--- src/rtl/cond_logic_cu.sv ---
// Condition stage behind the control-unit decoder: owns the NZCV flags register,
// evaluates the instruction condition field and gates the decoder's write strobes.
module cond_logic_cu #(
    parameter logic [3:0] FLAG_RESET  = 4'b0000,
    parameter logic       NV_EXECUTES = 1'b0
) (
    input  logic       clk,
    input  logic       rst_n,
    input  logic       en,
    input  logic [3:0] cond,
    input  logic [3:0] alu_flags,
    input  logic [1:0] flag_write,
    input  logic       pc_src,
    input  logic       reg_write,
    input  logic       mem_write,
    input  logic       no_write,
    output logic       pc_write,
    output logic       reg_write_en,
    output logic       mem_write_en,
    output logic       cond_ex,
    output logic [3:0] flags
);

    logic [3:0] flags_r;
    logic       cond_ex_s;
    logic       commit_s;

    // Condition table lookup; flag vector is {N, Z, C, V}.
    function automatic logic eval_cond(input logic [3:0] c, input logic [3:0] f, input logic nv);
        logic n_s, z_s, c_s, v_s, res_s;
        n_s = f[3];
        z_s = f[2];
        c_s = f[1];
        v_s = f[0];
        case (c)
            4'b0000: res_s = z_s;
            4'b0001: res_s = ~z_s;
            4'b0010: res_s = c_s;
            4'b0011: res_s = ~c_s;
            4'b0100: res_s = n_s;
            4'b0101: res_s = ~n_s;
            4'b0110: res_s = v_s;
            4'b0111: res_s = ~v_s;
            4'b1000: res_s = c_s & ~z_s;
            4'b1001: res_s = ~c_s | z_s;
            4'b1010: res_s = (n_s == v_s);
            4'b1011: res_s = (n_s != v_s);
            4'b1100: res_s = ~z_s & (n_s == v_s);
            4'b1101: res_s = z_s | (n_s != v_s);
            4'b1110: res_s = 1'b1;
            4'b1111: res_s = nv;
            default: res_s = 1'b0;
        endcase
        return res_s;
    endfunction

    // Condition is judged against the registered flags only, never this cycle's ALU result.
    always_comb begin
        cond_ex_s = eval_cond(cond, flags_r, NV_EXECUTES);
        commit_s  = en & cond_ex_s;
    end

    assign cond_ex      = cond_ex_s;
    assign pc_write     = commit_s & pc_src;
    assign mem_write_en = commit_s & mem_write;
    assign reg_write_en = commit_s & reg_write & ~no_write;
    assign flags        = flags_r;

    // NZ and CV halves update independently, only for a committing instruction.
    always_ff @(posedge clk or negedge rst_n) begin
        if (!rst_n) begin
            flags_r <= FLAG_RESET;
        end else if (commit_s) begin
            if (flag_write[1]) begin
                flags_r[3:2] <= alu_flags[3:2];
            end
            if (flag_write[0]) begin
                flags_r[1:0] <= alu_flags[1:0];
            end
        end
    end

endmodule

--- config.mk ---
export PLATFORM = sky130hd
export DESIGN_NAME = cond_logic_cu
export DESIGN_NICKNAME = d
export VERILOG_FILES = /design/src/rtl/cond_logic_cu.sv
export SDC_FILE = /design/constraint.sdc
export NUM_CORES = 1
export LEC_CHECK = 0
export CAP_MARGIN = 20
export CORE_MARGIN = 4
export CORE_UTILIZATION = 30
export CTS_BUF_LIST = sky130_fd_sc_hd__clkbuf_4 sky130_fd_sc_hd__clkbuf_8
export CTS_CLUSTER_DIAMETER = 100
export DETAILED_ROUTE_END_ITERATION = 8
export PLACE_DENSITY_LB_ADDON = 0.3
export SYNTH_ARGS = -nofsm -noshare
export SYNTH_HDL_FRONTEND = slang
export SYNTH_SLANG_ARGS = --single-unit
--- constraint.sdc ---
create_clock -name clk -period 4.7 [get_ports clk]
set_clock_uncertainty 0.15 [all_clocks]
set_input_delay 0.47 -clock clk [delete_from_list [all_inputs] [get_ports clk]]
set_output_delay 0.47 -clock clk [all_outputs]
set_load 0.005 [all_outputs]
==> results.yml, run 1 <==
outcome:
  outcome: "complete, no violations"
placement:
  port_buffers: 24
  dp_hpwl_microns: 998
  place_congestion: 0.772
  detailedPlace.worstSlack_ps: 994
  place_area_sq_um: 714
global_route:
  grt_antenna_before_repair: 0
  groute.usage.overall_pct: 11.4
  maximum_number_of_pins_on_one_net_before_global_route_repair: 14
  first_global_vias: 446
  grt_first_pass_wirelength_microns: 1830
  global_route_overflow: 0
yosys:
  post_synthesis_net_count: 75
  yosysWarningCount: 0
  syn-instance-count: 58
  synthesis.area_sq_um: 475
  ys_seq_elements: 4
  synth_seq_area_share_pct: 21.1
  mean_syn_cell_area_sq_um: 8.20
  synth.distinct_cells: 33
routing:
  route.detailed.drc: 0
  drtIter0Drc: 5
  post_drt_wl_per_cell_microns: 12.2
  detail_route.vias_per_cell: 5.51
  vias: 540
  drtPass1Iterations: 5
  totalWireLength_microns: 1200
  ant_nets: 0
sta:
  slew_violations: 0
  tightestPinTransition_ps: 410
  fin_ws_ps: 991
  max_freq_mhz: 270
  hold_viol: 0
  slew_headroom_pct: 72.6
  rsz_0062_raised_after_global_routing: "no"
  setup-violations-final: 0
  minimum_period_implied_by_the_final_worst_setup_slack_ps: 3710
  fin_setup_tns_ps: 0
  period_share_pct: 78.9
pwr:
  p_total_mw: 0.292
  irDropWorstVdd_mv: 0.286
  power_leakage_nw: 0.283
  power_density_mw_per_mm2: 397
cells_and_area:
  insertedDiodeCount: 0
  layout.area.seq_sq_um: 100
  stdcell_area_sq_um: 737
  mostFrequentLayoutCells: "sky130_fd_sc_hd__clkdlybuf4s50_1, sky130_fd_sc_hd__nand2_1, sky130_fd_sc_hd__nor2_1, sky130_fd_sc_hd__dfrtp_1"
  largest_register_ff_count: 4
  final_common_cell: "sky130_fd_sc_hd__clkdlybuf4s50_1"
  post_route_cells_drive_above_1_share_pct: 8.54
  multi_input_comb_area_sq_um: 339
  layout.filler_cells: 147
  design.final.nets: 101
  flow.area_growth_from_synthesis_pct: 55.0
clocking:
  cts_sinks: 4
  cts_inserted_buffers: 3
  cts.htree.levels: 1
  clk_root_buffer_cell: "sky130_fd_sc_hd__clkbuf_4"
  cts_resized: 0
  postCtsSetupRepairBufs: 0
  cts_tree: "done"
  cts_hold_buf: 0
  clk_path_buf_depth: 2
  worst_setup_hold_path_clk_slew_ps: 40
  worstSkewPairLatency_ps: 230
worst_setup_path:
  crit_type: "input port to output pin"
  critical_path_startpoint_category: "input port"
  ff2ff_path_depth: 6
  endpoint_kind: "output pin"
  critical_path.max_stage_delay_ps: 720
  crit_path_top_delay_cell: "sky130_fd_sc_hd__clkdlybuf4s50_1"
  worst_flop_to_flop_path_endpoint: "flags[0]$_DFFE_PN0P_"
  worstPathRequired_ps: 4080
  cp_max_fo: 13
  worst_r2r_startpoint: "flags[1]$_DFFE_PN0P_"
  worst_ep_arrival_time_ps: 3090
  critical_path.most_common_cell: "sky130_fd_sc_hd__clkdlybuf4s50_1"
  reg2reg_slack_ps: 2400
  path_cells: "clkdlybuf4s50_1 -> nor3b_1 -> o31a_1 -> a221o_1 -> nor4b_4 -> nor2_1 -> and3_1 -> clkdlybuf4s50_1"
die:
  floorplan.io_pins: 25
  die-area_sq_mm: 0.00229
  vertical_die_dimension_microns: 47.8
  die_x_microns: 47.8
  initial_core_util_pct: 31.6
  coreArea_sq_mm: 0.00151
  floorplan.rows: 14
min_path:
  hold_class: "input port to asynchronous set/reset pin"
run:
  drv.max_cap_violation_count: 0
==> metal layers <==
metal,wire length (microns),vias up,global-route usage [%]
met3,120,2,4.14
met4,13,0,7.53
met2,578,20,16.6
met5,0,-,0
met1,484,250,14.0
li1,-,268,-
==> cell families after synthesis <==
kind of cell | after synthesis | synth area share, %
buf+inv | 6 | 7.63
simple gates | 29 | 37.1
xor+xnor | 2 | 3.68
mux | 2 | 4.74
flops | 4 | 21.1
compound gates | 15 | 25.8
==> synth_stat cells <==
master / n / area share [%]
sky130_fd_sc_hd__nor3b_1: 2 / 3.2
sky130_fd_sc_hd__dfrtp_1: 4 / 21
sky130_fd_sc_hd__nand2_1: 6 / 4.7
sky130_fd_sc_hd__o22ai_1: 1 / 1.3
sky130_fd_sc_hd__xnor2_1: 1 / 1.8
sky130_fd_sc_hd__nor3_1: 1 / 1.1
sky130_fd_sc_hd__o31ai_1: 1 / 1.6
sky130_fd_sc_hd__o31a_1: 2 / 3.7
sky130_fd_sc_hd__buf_6: 1 / 2.4
sky130_fd_sc_hd__nor2b_1: 3 / 3.9
sky130_fd_sc_hd__o2111ai_1: 1 / 1.8
sky130_fd_sc_hd__nand3b_1: 2 / 3.2
sky130_fd_sc_hd__a22oi_1: 1 / 1.6
sky130_fd_sc_hd__xor2_1: 1 / 1.8
sky130_fd_sc_hd__nand3_1: 2 / 2.1
sky130_fd_sc_hd__and3_1: 2 / 2.6
sky130_fd_sc_hd__nor2_1: 5 / 3.9
sky130_fd_sc_hd__nor3_2: 1 / 2.1
sky130_fd_sc_hd__a21oi_4: 1 / 3.4
sky130_fd_sc_hd__a31oi_1: 1 / 1.3
sky130_fd_sc_hd__buf_2: 2 / 2.1
sky130_fd_sc_hd__o32ai_1: 1 / 1.8
sky130_fd_sc_hd__a221o_1: 1 / 2.1
sky130_fd_sc_hd__a41o_1: 1 / 2.1
sky130_fd_sc_hd__buf_4: 1 / 1.6
sky130_fd_sc_hd__or2_1: 2 / 2.6
sky130_fd_sc_hd__o311ai_0: 1 / 1.8
sky130_fd_sc_hd__nor4_1: 2 / 2.6
sky130_fd_sc_hd__inv_1: 2 / 1.6
sky130_fd_sc_hd__mux2_1: 2 / 4.7
sky130_fd_sc_hd__o21ai_0: 1 / 1.1
sky130_fd_sc_hd__nor4b_4: 1 / 5.0
sky130_fd_sc_hd__o21ai_1: 2 / 2.1
==> critical path: cells and delay by family <==
family,cells,cell delay (ps)
and+or+nand+nor,4,810
buffers and inverters,2,1160
AOI/OAI and AO/OA,2,650
==> worst max path at each step <==
stage,start,endpoint,cells past startpoint
after floorplan,cond[1],mem_write_en,6
after global placement,cond[0],pc_write,8
after detailed placement,cond[0],pc_write,8
after CTS,cond[0],pc_write,8
after global routing,cond[0],pc_write,8
final,cond[0],pc_write,8
==> layout make-up <==
cell class / instances / share of cell area [%]
Clock buffer: 3 / 3.06
Inverter: 2 / 1.02
Multi-Input combinational cell: 48 / 46.0
Sequential cell: 4 / 13.6
Tap cell: 16 / 2.72
Timing Repair Buffer: 25 / 33.6
==> stage by stage <==
| step | hold slack [ps] | instances | util, % |
|---|---|---|---|
| after floorplan | 24.4 | 58 | - |
| after global placement | 425 | 95 | 47.4 |
| after detailed placement | 427 | 95 | 47.4 |
| after CTS | 288 | 98 | 48.9 |
| after global routing | 294 | 98 | 48.9 |
| final | 288 | 98 | 48.9 |
==> report_power, final <==
part | internal, mW | switching [mW]
Sequential | 0.0516 | 0.0305
Combinational | 0.103 | 0.0666
Clock | 0.0284 | 0.0120
Power figures use the tool's default switching activity.
==> run 2, diff against run 1 <==
==> constraint.sdc (replaced) <==
create_clock -name clk -period 3.27 [get_ports clk]
set_clock_uncertainty 0.15 [all_clocks]
set_input_delay 0.327 -clock clk [delete_from_list [all_inputs] [get_ports clk]]
set_output_delay 0.327 -clock clk [all_outputs]
set_load 0.005 [all_outputs]
==> results.yml, run 2 (synthesis results as in run 1) <==
placement:
  port_buffers: 24
  detailedPlace.worstSlack_ps: 154
  dp_hpwl_microns: 967
  place_area_sq_um: 737
  place_congestion: 0.872
sta:
  tightestPinTransition_ps: 345
  period_share_pct: 96.1
  rsz_0062_raised_after_global_routing: "no"
  fin_setup_tns_ps: 0
  slew_headroom_pct: 76.8
  fin_ws_ps: 129
  slew_violations: 0
  hold_viol: 0
  setup-violations-final: 0
  minimum_period_implied_by_the_final_worst_setup_slack_ps: 3140
  max_freq_mhz: 318
cells_and_area:
  design.final.nets: 104
  largest_register_ff_count: 4
  stdcell_area_sq_um: 759
  insertedDiodeCount: 0
  mostFrequentLayoutCells: "sky130_fd_sc_hd__clkdlybuf4s50_1, sky130_fd_sc_hd__nand2_1, sky130_fd_sc_hd__nor2_1, sky130_fd_sc_hd__dfrtp_1, sky130_fd_sc_hd__buf_4"
  final_common_cell: "sky130_fd_sc_hd__clkdlybuf4s50_1"
  post_route_cells_drive_above_1_share_pct: 11.8
  flow.area_growth_from_synthesis_pct: 59.7
pwr:
  irDropWorstVdd_mv: 0.397
  power_leakage_nw: 0.297
  power_density_mw_per_mm2: 573
run:
  drv.max_cap_violation_count: 0
die:
  floorplan.io_pins: 25
  floorplan.rows: 14
  vertical_die_dimension_microns: 47.8
  coreArea_sq_mm: 0.00151
  initial_core_util_pct: 31.6
  die-area_sq_mm: 0.00229
  die_x_microns: 47.8
clocking:
  cts_tree: "done"
  clk_path_buf_depth: 2
  cts_inserted_buffers: 3
  cts_resized: 0
  cts_sinks: 4
  worst_setup_hold_path_clk_slew_ps: 40
  cts.htree.levels: 1
  postCtsSetupRepairBufs: 0
  clk_root_buffer_cell: "sky130_fd_sc_hd__clkbuf_4"
  cts_hold_buf: 0
  worstSkewPairLatency_ps: 230
global_route:
  global_route_overflow: 0
  maximum_number_of_pins_on_one_net_before_global_route_repair: 12
  grt_first_pass_wirelength_microns: 2060
  first_global_vias: 491
  groute.usage.overall_pct: 12.8
  grt_antenna_before_repair: 0
routing:
  maxUsedRoutingLayer: "met4"
  totalWireLength_microns: 1250
  vias: 547
  post_drt_wl_per_cell_microns: 12.3
  ant_nets: 0
  detail_route.vias_per_cell: 5.42
  drtPass1Iterations: 4
  route.detailed.drc: 0
  drtIter0Drc: 12
  met2_wire_len_microns: 594
  routedLengthMet1_microns: 550
  met3_length_microns: 94
outcome:
  outcome: "complete, no violations"
worst_setup_path:
  endpoint_kind: "output pin"
  cp_max_fo: 10
  worstPathRequired_ps: 2790
  worst_ep_arrival_time_ps: 2660
  crit_type: "input port to output pin"
  critical_path_startpoint_category: "input port"
min_path:
  hold_class: "input port to asynchronous set/reset pin"
==> run 2: cell types whose count changed in the layout (fill, tap and decap cells not counted) <==
cell                    delta
sky130_fd_sc_hd__buf_4     +3
==> run 2: where the power goes <==
part	switching [mW]	internal (mW)	leakage, nW
registers	0.0449	0.0741	0.0484
logic	0.0993	0.156	0.235
clock network	0.0194	0.0410	0.0138
total	0.164	0.272	0.297
==> run 2: worst max-delay path, stage by stage <==
cell and delay, ps:
sky130_fd_sc_hd__clkdlybuf4s50_1 560, sky130_fd_sc_hd__o31a_1 370, sky130_fd_sc_hd__a221o_1 380, sky130_fd_sc_hd__nor4b_4 250
sky130_fd_sc_hd__nor2_1 120, sky130_fd_sc_hd__and3_1 200, sky130_fd_sc_hd__clkdlybuf4s50_1 450
==> run 2: per-stage QoR <==
| step | hold slack (ps) | power [mW] | instances | util (%) |
|---|---|---|---|---|
| after detailed placement | 389 | 0.375 | 98 | 48.9 |
| after global placement | 391 | 0.374 | 98 | 48.9 |
| after CTS | 138 | 0.440 | 101 | 50.4 |
| after global routing | 139 | 0.479 | 101 | 50.4 |
| final | 148 | 0.435 | 101 | 50.4 |
| after floorplan | -119 | 0.261 | 58 | - |
==> run 2: layout make-up <==
class	instances	area [sq um]
well taps	16	20.0
repair buffers	28	270
multi-input cells	48	339
clock buffers	3	22.5
flip-flops and latches	4	100
fillers	156	747
inverters	2	7.51
==> run 2: layer usage <==
layer | vias to the layer above | global-route usage (%)
met1 | 251 | 16.2
met3 | 2 | 1.88
met4 | 0 | 11.3
met2 | 21 | 18.5
li1 | 273 | -
met5 | - | 0
==> run 2: path summary, 6_finish.rpt <==
| check | startpoint | end | slack, ps | depth (start not counted) |
|---|---|---|---|---|
| max in group asynchronous | rst_n | flags[0]$_DFFE_PN0P_ | 2660 | 1 |
| setup / recovery | cond[1] | pc_write | 130 | 7 |
| setup reg to reg | flags[1]$_DFFE_PN0P_ | flags[1]$_DFFE_PN0P_ | 970 | 7 |
| hold reg to reg | flags[1]$_DFFE_PN0P_ | flags[1]$_DFFE_PN0P_ | 440 | 1 |
| min in group clk | flags[1]$_DFFE_PN0P_ | flags[1]$_DFFE_PN0P_ | 440 | 1 |
| hold / removal | rst_n | flags[2]$_DFFE_PN0P_ | 150 | 1 |
